File: src/rtl/alu_exec.sv
// Execute stage: single-cycle add/sub/compare plus an iterative restoring divider.
// Valid/ready on both sides; one command in flight at a time.
module alu_exec #(
  parameter int unsigned DATA_WIDTH = 8,
  parameter int unsigned OP_WIDTH   = 8
) (
  input  logic                  clk,
  input  logic                  rst_n,
  input  logic                  op_valid,
  output logic                  op_ready,
  input  logic [OP_WIDTH-1:0]   opcode,
  input  logic [DATA_WIDTH-1:0] opa,
  input  logic [DATA_WIDTH-1:0] opb,
  output logic                  res_valid,
  input  logic                  res_ready,
  output logic [DATA_WIDTH-1:0] result,
  output logic                  flag,
  output logic                  div_zero,
  output logic                  illegal
);

  localparam int unsigned CntW = $clog2(DATA_WIDTH + 1);

  localparam logic [OP_WIDTH-1:0] OpAdd   = OP_WIDTH'(8'h20);
  localparam logic [OP_WIDTH-1:0] OpSub   = OP_WIDTH'(8'h21);
  localparam logic [OP_WIDTH-1:0] OpMod   = OP_WIDTH'(8'h22);
  localparam logic [OP_WIDTH-1:0] OpDiv   = OP_WIDTH'(8'h23);
  localparam logic [OP_WIDTH-1:0] OpLarge = OP_WIDTH'(8'h28);
  localparam logic [OP_WIDTH-1:0] OpSmall = OP_WIDTH'(8'h29);
  localparam logic [OP_WIDTH-1:0] OpEqual = OP_WIDTH'(8'h2A);

  typedef enum logic [1:0] {StIdle, StDiv, StDone} state_e;

  state_e                state_q, state_d;
  logic [DATA_WIDTH-1:0] rem_q, rem_d;
  logic [DATA_WIDTH-1:0] quo_q, quo_d;
  logic [DATA_WIDTH-1:0] dvs_q, dvs_d;
  logic [DATA_WIDTH-1:0] result_q, result_d;
  logic [CntW-1:0]       cnt_q, cnt_d;
  logic                  is_mod_q, is_mod_d;
  logic                  flag_q, flag_d;
  logic                  dz_q, dz_d;
  logic                  ill_q, ill_d;

  logic [DATA_WIDTH:0]   sum, diff, rem_sh;
  logic [DATA_WIDTH-1:0] rem_sub, rem_step, quo_step;
  logic                  step_ge;

  assign op_ready  = (state_q == StIdle);
  assign res_valid = (state_q == StDone);
  assign result    = result_q;
  assign flag      = flag_q;
  assign div_zero  = dz_q;
  assign illegal   = ill_q;

  assign sum  = {1'b0, opa} + {1'b0, opb};
  assign diff = {1'b0, opa} - {1'b0, opb};

  // One restoring step on the {rem, dividend} pair; rem_sh needs W+1 bits before the compare.
  assign rem_sh   = {rem_q, quo_q[DATA_WIDTH-1]};
  assign step_ge  = (rem_sh >= {1'b0, dvs_q});
  assign rem_sub  = rem_sh[DATA_WIDTH-1:0] - dvs_q;
  assign rem_step = step_ge ? rem_sub : rem_sh[DATA_WIDTH-1:0];
  assign quo_step = {quo_q[DATA_WIDTH-2:0], step_ge};

  always_comb begin
    state_d  = state_q;
    rem_d    = rem_q;
    quo_d    = quo_q;
    dvs_d    = dvs_q;
    cnt_d    = cnt_q;
    is_mod_d = is_mod_q;
    result_d = result_q;
    flag_d   = flag_q;
    dz_d     = dz_q;
    ill_d    = ill_q;
    unique case (state_q)
      StIdle: begin
        if (op_valid) begin
          state_d  = StDone;
          result_d = '0;
          flag_d   = 1'b0;
          dz_d     = 1'b0;
          ill_d    = 1'b0;
          case (opcode)
            OpAdd: begin
              result_d = sum[DATA_WIDTH-1:0];
              flag_d   = sum[DATA_WIDTH];
            end
            OpSub: begin
              result_d = diff[DATA_WIDTH-1:0];
              flag_d   = diff[DATA_WIDTH];
            end
            OpLarge: begin
              flag_d   = (opa > opb);
              result_d = DATA_WIDTH'(opa > opb);
            end
            OpSmall: begin
              flag_d   = (opa < opb);
              result_d = DATA_WIDTH'(opa < opb);
            end
            OpEqual: begin
              flag_d   = (opa == opb);
              result_d = DATA_WIDTH'(opa == opb);
            end
            OpDiv, OpMod: begin
              if (opb == '0) begin
                dz_d     = 1'b1;
                result_d = (opcode == OpDiv) ? '1 : opa;
              end else begin
                state_d  = StDiv;
                rem_d    = '0;
                quo_d    = opa;
                dvs_d    = opb;
                cnt_d    = '0;
                is_mod_d = (opcode == OpMod);
              end
            end
            default: ill_d = 1'b1;
          endcase
        end
      end
      StDiv: begin
        rem_d = rem_step;
        quo_d = quo_step;
        cnt_d = cnt_q + CntW'(1);
        if (cnt_q == CntW'(DATA_WIDTH - 1)) begin
          state_d  = StDone;
          result_d = is_mod_q ? rem_step : quo_step;
          flag_d   = 1'b0;
        end
      end
      StDone: begin
        if (res_ready) state_d = StIdle;
      end
      default: state_d = StIdle;
    endcase
  end

  always_ff @(posedge clk) begin
    if (!rst_n) begin
      state_q  <= StIdle;
      rem_q    <= '0;
      quo_q    <= '0;
      dvs_q    <= '0;
      cnt_q    <= '0;
      is_mod_q <= 1'b0;
      result_q <= '0;
      flag_q   <= 1'b0;
      dz_q     <= 1'b0;
      ill_q    <= 1'b0;
    end else begin
      state_q  <= state_d;
      rem_q    <= rem_d;
      quo_q    <= quo_d;
      dvs_q    <= dvs_d;
      cnt_q    <= cnt_d;
      is_mod_q <= is_mod_d;
      result_q <= result_d;
      flag_q   <= flag_d;
      dz_q     <= dz_d;
      ill_q    <= ill_d;
    end
  end

endmodule

File: config.mk
export PLATFORM = sky130hd
export DESIGN_NAME = alu_exec
export DESIGN_NICKNAME = d
export VERILOG_FILES = /design/src/rtl/alu_exec.sv
export SDC_FILE = /design/constraint.sdc
export NUM_CORES = 1
export LEC_CHECK = 0
export ABC_AREA = 1
export CAP_MARGIN = 5
export CORE_MARGIN = 2
export CORE_UTILIZATION = 50
export CTS_CLUSTER_DIAMETER = 100
export DETAILED_ROUTE_END_ITERATION = 10
export PLACE_DENSITY = 0.79
export SYNTH_ARGS = -nofsm -noshare
export SYNTH_HDL_FRONTEND = slang
export SYNTH_SLANG_ARGS = --single-unit
File: constraint.sdc
create_clock -name clk -period 2.3 [get_ports clk]
set_clock_uncertainty 0.15 [all_clocks]
set_input_delay 0.46 -clock clk [delete_from_list [all_inputs] [get_ports clk]]
set_output_delay 0.46 -clock clk [all_outputs]
set_load 0.02 [all_outputs]
; Yosys cells after proc, flatten, opt, wreduce, memory -nomap -nowiden
; Cells that the tools add are included.
[word_totals]
reg_bits = 42
elab_cells = 77
[classes]
addsub = 4
n_lt_le_gt_ge = 3
n_eq_ne = 16
mux = 33
bitwise = 1
n_reduce_logical = 10
[ops]
columns = op, n
row1 = two-way mux 8 bit, 12
row2 = equality test 8 x 6 -> 1 bit (second input constant), 7
row3 = case mux 8 bit (2 select lines), 3
row4 = case mux 8 bit (6 select lines), 1
row5 = two-way mux 4 bit, 3
row6 = two-way mux 2 bit, 5
row7 = adder 8 x 8 -> 9 bit, 1
row8 = >= comparator 9 x 8 -> 1 bit, 1
row9 = subtractor 8 x 8 -> 9 bit, 1
row10 = equality test 8 bit, 1
row11 = greater-than comparator 8 bit, 1
row12 = logical NOT 8 bit, 1
row13 = less-than comparator 8 bit, 1
row14 = case mux 4 bit (2 select lines), 1
row15 = AND reduction 4 bit, 2
row16 = subtractor 8 bit, 1
row17 = OR reduction 7 bit, 1
row18 = != test 2 bit (second input constant), 3
row19 = case mux 2 bit (3 select lines), 1
row20 = AND reduction 3 bit, 2
row21 = two-way mux 1 bit, 5
row22 = case mux 1 bit (5 select lines), 1
row23 = adder 4 x 1 -> 4 bit (second input constant), 1
row24 = equality test 4 x 3 -> 1 bit (second input constant), 1
row25 = other kinds (9), 10

; Logic depth before layout (Yosys ltp)
[depth]
word_depth = 6
mapped_depth = 18
mapped_depth_nobuf = 17

; Worst setup path after synthesis
; OpenSTA, ideal clock, no wires.
[synth_timing]
path_type = input port to flip-flop
start = input opb[4]
end = register result_q[0], in the netlist result[0]
arrival_ns = 1.751
required_ns = 2.033
setup_slack_ns = 0.282
cell_stages = 15
path_cell_list = inv_1 ha_1 clkbuf_2 nand2_1 inv_1 nand2_1 nand2_1 nand2_1 nand3_1 o21ai_0 nand2_1 nand2_1 nand2_1 nor2_1 nor2_1
[synth_between]
elab_chain_len = 5
elab_cells_between_ends = 8
cone_classes = order compare (2) / eq/ne (1) / mux (4) / reduce/logical (1)
[synth_rtl]
columns = item, line_no
row1 = start: declaration, 13  ; input logic [DATA_WIDTH-1:0] opb,
row2 = branches (longest 2 deep; another with less-than comparator 8 bit), --
row3 = case mux 8 bit (6 select lines) *, 85  ; case (opcode)
row4 = two-way mux 8 bit *, 79  ; if (op_valid) begin
row5 = case mux 8 bit (2 select lines) *, 77  ; unique case (state_q)
row6 = end signal: assignment, 159  ; result_q <= result_d;
row7 = end: declaration, 38  ; logic [DATA_WIDTH-1:0] result_q, result_d;
; Mark *: on every way between the ends. The select of a mux whose other input is x is not followed.
; A chain may end at the register's enable or synchronous reset.

; Worst setup path in the final report
[layout_timing]
start = input opb[5]
end = register result_q[0], in the netlist result[0]
; The elaborated chain is that of the path after synthesis.

==> run summary <==
In the synthesized netlist the dominant register cell turns out to be dfxtp_1. The completed layout was analyzed and its total power is 0.00205 W. The worst register-to-register path ends at result[7].

The longest clock path from root to sink contains 2 buffers. The logs give 38.0% for the global routing usage on met1 and 42 for the total clock sinks. The number of placed cells counting well taps is 780, and the worst path buffer plus inverter count is 2. The number of register bits inferred by synthesis was 42; the slew at the pin with the worst max-slew slack was 0.927 ns. Dividing the detail-routed wire length by the instance count gives 15.3 µm. nand2_1 is the most common cell in the netlist.

The min-delay analysis places its worst path in the category reg2reg. After the last flow step, the layout net total stands at 748. The run gives 8330 µm² as the total die area. The data required time at the worst endpoint was 2.35 ns. For the number of top-level pins, the log shows 41. Once the floorplan was initialized, standard cells occupied 52.0% of the core. Input and output buffers added on the ports amount to 40.

For the setup slack after layout, the log shows 0.0395 ns. In the final layout, the share of cells above drive strength 1 is 24.8%. For the max-slew violation total from the final report, the log shows 0. Entering global routing, the biggest net connects 23 pins.

Global routing consumed, on the met3 layer, 3.90% of the routing resources. The final hold violation count came out at 0. The run gives 353 as the violation count after the first detailed-route iteration. The layer flagged by global routing as most heavily used is met2.

The arrival time at the worst endpoint is 2.31 ns, and the first-pass GRT wire length is 19,500 µm. Across the VDD grid, the largest voltage drop is 0.000302 V. The synthesized design spends more area on one cell type than any other, namely dfxtp_1. The placed cell area was 4670 µm²; the vias per cell was 5.48. The part of the Yosys area used for sequential elements is 22.1%, and the top-area cell type share of the netlist area is 22.1%. Counting buffers and inverters, the worst setup path is 14 cells deep. The category of the critical setup timing path was in2reg. In this run, distinct cell masters in the synthesized netlist total 43. The depth of the most critical reg-to-reg path works out to 13. The critical path goes through clkdlybuf4s50_1, inv_2, ha_4, nand2_2, nor2_4, nand3_1, nand3_2, nand2_1, o21ai_2, nand2_1, nand2_1, nand2_1, nor2_1, nor2_1.

The tools report the endpoint type of the worst setup path as a flip-flop. From left edge to right edge, the die measures 91.3 µm. Minimum setup slack after placement: -0.563 ns. After synthesis, the mean cell area works out to 6.34 µm².

The run gives 5 as the iteration count of the initial detailed-routing pass. Yosys attributes the largest share of cell area to dfxtp_1, nand2_1, ha_1. The logs give 0 for the residual antenna-violating net count after detailed routing and 31 for the row count. Ranked by instance count, the synthesized netlist is headed by nand2_1, inv_1, nand3_1, nor2_1, a21oi_1.

The total congestion overflow after global routing is 0. The number of nets handed over by synthesis was 657. The combined global-route utilization of all metal layers came out at 28.7%. The worst register-to-register path begins at rem_q[5]. Critical path's top delay family: simple AND/OR/NAND/NOR gates. The largest individual stage delay along the critical path comes from the cell clkdlybuf4s50_1.

Hold timing on the final database bottoms out at a slack of 0.343 ns. The critical path starts at opb[5]. Excluding fillers, the count of instances in the completed layout stands at 792. The clock transition at the register clock pins on the worst setup and hold paths after CTS works out to 0.09 ns.

The run finished with clean final reports. The number of hold buffers added after cts came out at 0. The tools report the cell at the root of the clock tree as clkbuf_8. The number of global-route vias before repair is 4,211, and the largest incremental delay on the critical path is 0.50 ns. The global placement routability congestion was 0.930.

The run gives 2.41 nW as the leakage power. The region available for standard cell placement spans 7330 µm². Setup violations remaining at the end of the flow were counted as 0. In this run the tightest slew margin relative to its limit is 38.1%. After synthesis the cells add up to 3810 µm². The fraction of met2 tracks used by global routing was 48.3%; the die boundary height was 91.3 µm. The area added between synthesis and finish is 33.5%. With fillers left out, the area of the finished cells amounts to 5090 µm². The logs give 0 for the number of antenna violations at the first check in global routing and 0 for the diode insertion count for antenna repair.

Synthesis produced a netlist whose cell count is 601. In this design, the critical path's most frequently occurring cell is nand2_1. In the routed design, unresolved DRC markers number 0. The smallest clock period supported by the final layout is computed as 2.26 ns. After synthesis, the share of flip-flops with an asynchronous set or reset is 0%. The detailed-route via count was 4,342.

Clock latency on the worst-skew pair, taken at its later pin, is 0.30 ns. The tools report the top achievable clock speed as 442 MHz. The most critical setup path has its endpoint at result[0]. Setup repair after global routing could not meet its margin everywhere. The worst path uses 98.3% of the clock period. For this block, the routed nets add up to 12,100 µm of wire. Counting the buffers created by CTS gives 5. The power density over cell area is 402 nW/µm², and the count of cells along the worst hold path is 2. TritonCTS built the clock tree.

The Yosys step of the flow raised 0 warnings. The tools report the total of max-cap violations as 0. The biggest fanout along the worst timing path was 7; the total half-perimeter wirelength after legalization and detailed placement was 9060 µm. The worst setup path is launched from an input port.

The number of H-tree levels is 2, and the number of flops mapped to enable cells by yosys is 0. For flop-to-flop paths, the worst setup slack is 0.10 ns.
routing by layer:
layer / part of all wire [%] / wire length [µm] / up-vias
li1: - / - / 2115
met1: 43 / 5180 / 2014
met2: 47 / 5670 / 181
met3: 7.2 / 870 / 32
met4: 2.9 / 356 / 0
met5: 0 / 0 / -
layout by cell type, fill, tap and decap left out, drive strengths merged, types with 2 or more instances in the layout:
cell type,n
nand2,178
inv,86
nor2,69
buf,64
nand3,62
a21oi,48
dfxtp,42
clkdlybuf4s50,30
o21ai,27
ha,25
nand4,13
o211ai,8
a31oi,7
dlymetal6s2s,6
clkbuf,5
dlygate4sd2,4
fa,3
xor2,2
xnor2,2
bufinv,2
or2,2
worst min path at each step:
stage | startpoint | endpoint | slack (ns)
after floorplan | cnt_q[2] | cnt_q[2] | 0.30
after global placement | cnt_q[2] | cnt_q[2] | 0.31
after detailed placement | cnt_q[2] | cnt_q[2] | 0.33
after CTS | cnt_q[2] | cnt_q[2] | 0.34
after global routing | cnt_q[1] | cnt_q[1] | 0.37
final | cnt_q[2] | cnt_q[2] | 0.34
sequential cells by signal, indices dropped and copies added, names as in the netlist:
signal and flops:
quo_q 8, result 8, illegal 1, is_mod_q 1, cnt_q 4, dvs_q 8
state_q 2, rem_q 8, flag 1, div_zero 1
through the flow:
stage	utilization (%)	TNS (ns)
CTS	67.3	-0.00130
detailed placement	63.7	-6.91
finish	69.4	0
global placement	63.7	-5.02
floorplan	-	0
global route	69.4	-0.0465
layout make-up:
type / instances / area [µm²]
clock buffers: 5 / 68.8
clock inverters: 3 / 68.8
fillers: 640 / 2240
inverters: 86 / 325
multi-input cells: 453 / 2740
flip-flops and latches: 42 / 843
well taps: 99 / 124
repair buffers: 104 / 916
worst min-delay path, cell delays in order, from the launching register on:
cell and delay (ns):
dfxtp_1 0.35, inv_1 0.06, a21oi_1 0.05
where the power goes:
group,switching (W),internal (W)
Combinational,0.000314,0.000264
Sequential,0.0000127,0.000742
Clock,0.000279,0.000435
kinds of logic (layout without fill, tap and decap cells):
family | Yosys count | count (layout) | synth area share, %
AO/OA/AOI/OAI | 93 | 93 | 15.0
XOR/XNOR | 4 | 4 | 0.920
adder cells (fa/ha/maj) | 28 | 28 | 9.79
buffers and inverters | 107 | 198 | 12.3
flip-flops | 42 | 42 | 22.1
AND/OR/NAND/NOR | 327 | 328 | 39.9
repair_timing:
item                       CTS  global route
setup buffers                2             1
setup endpoints to repair    6            17
pin swaps                    3            14
gates cloned                 0             1
gates resized for setup     28            41
No activity file was read; power rests on OpenSTA's default activity.
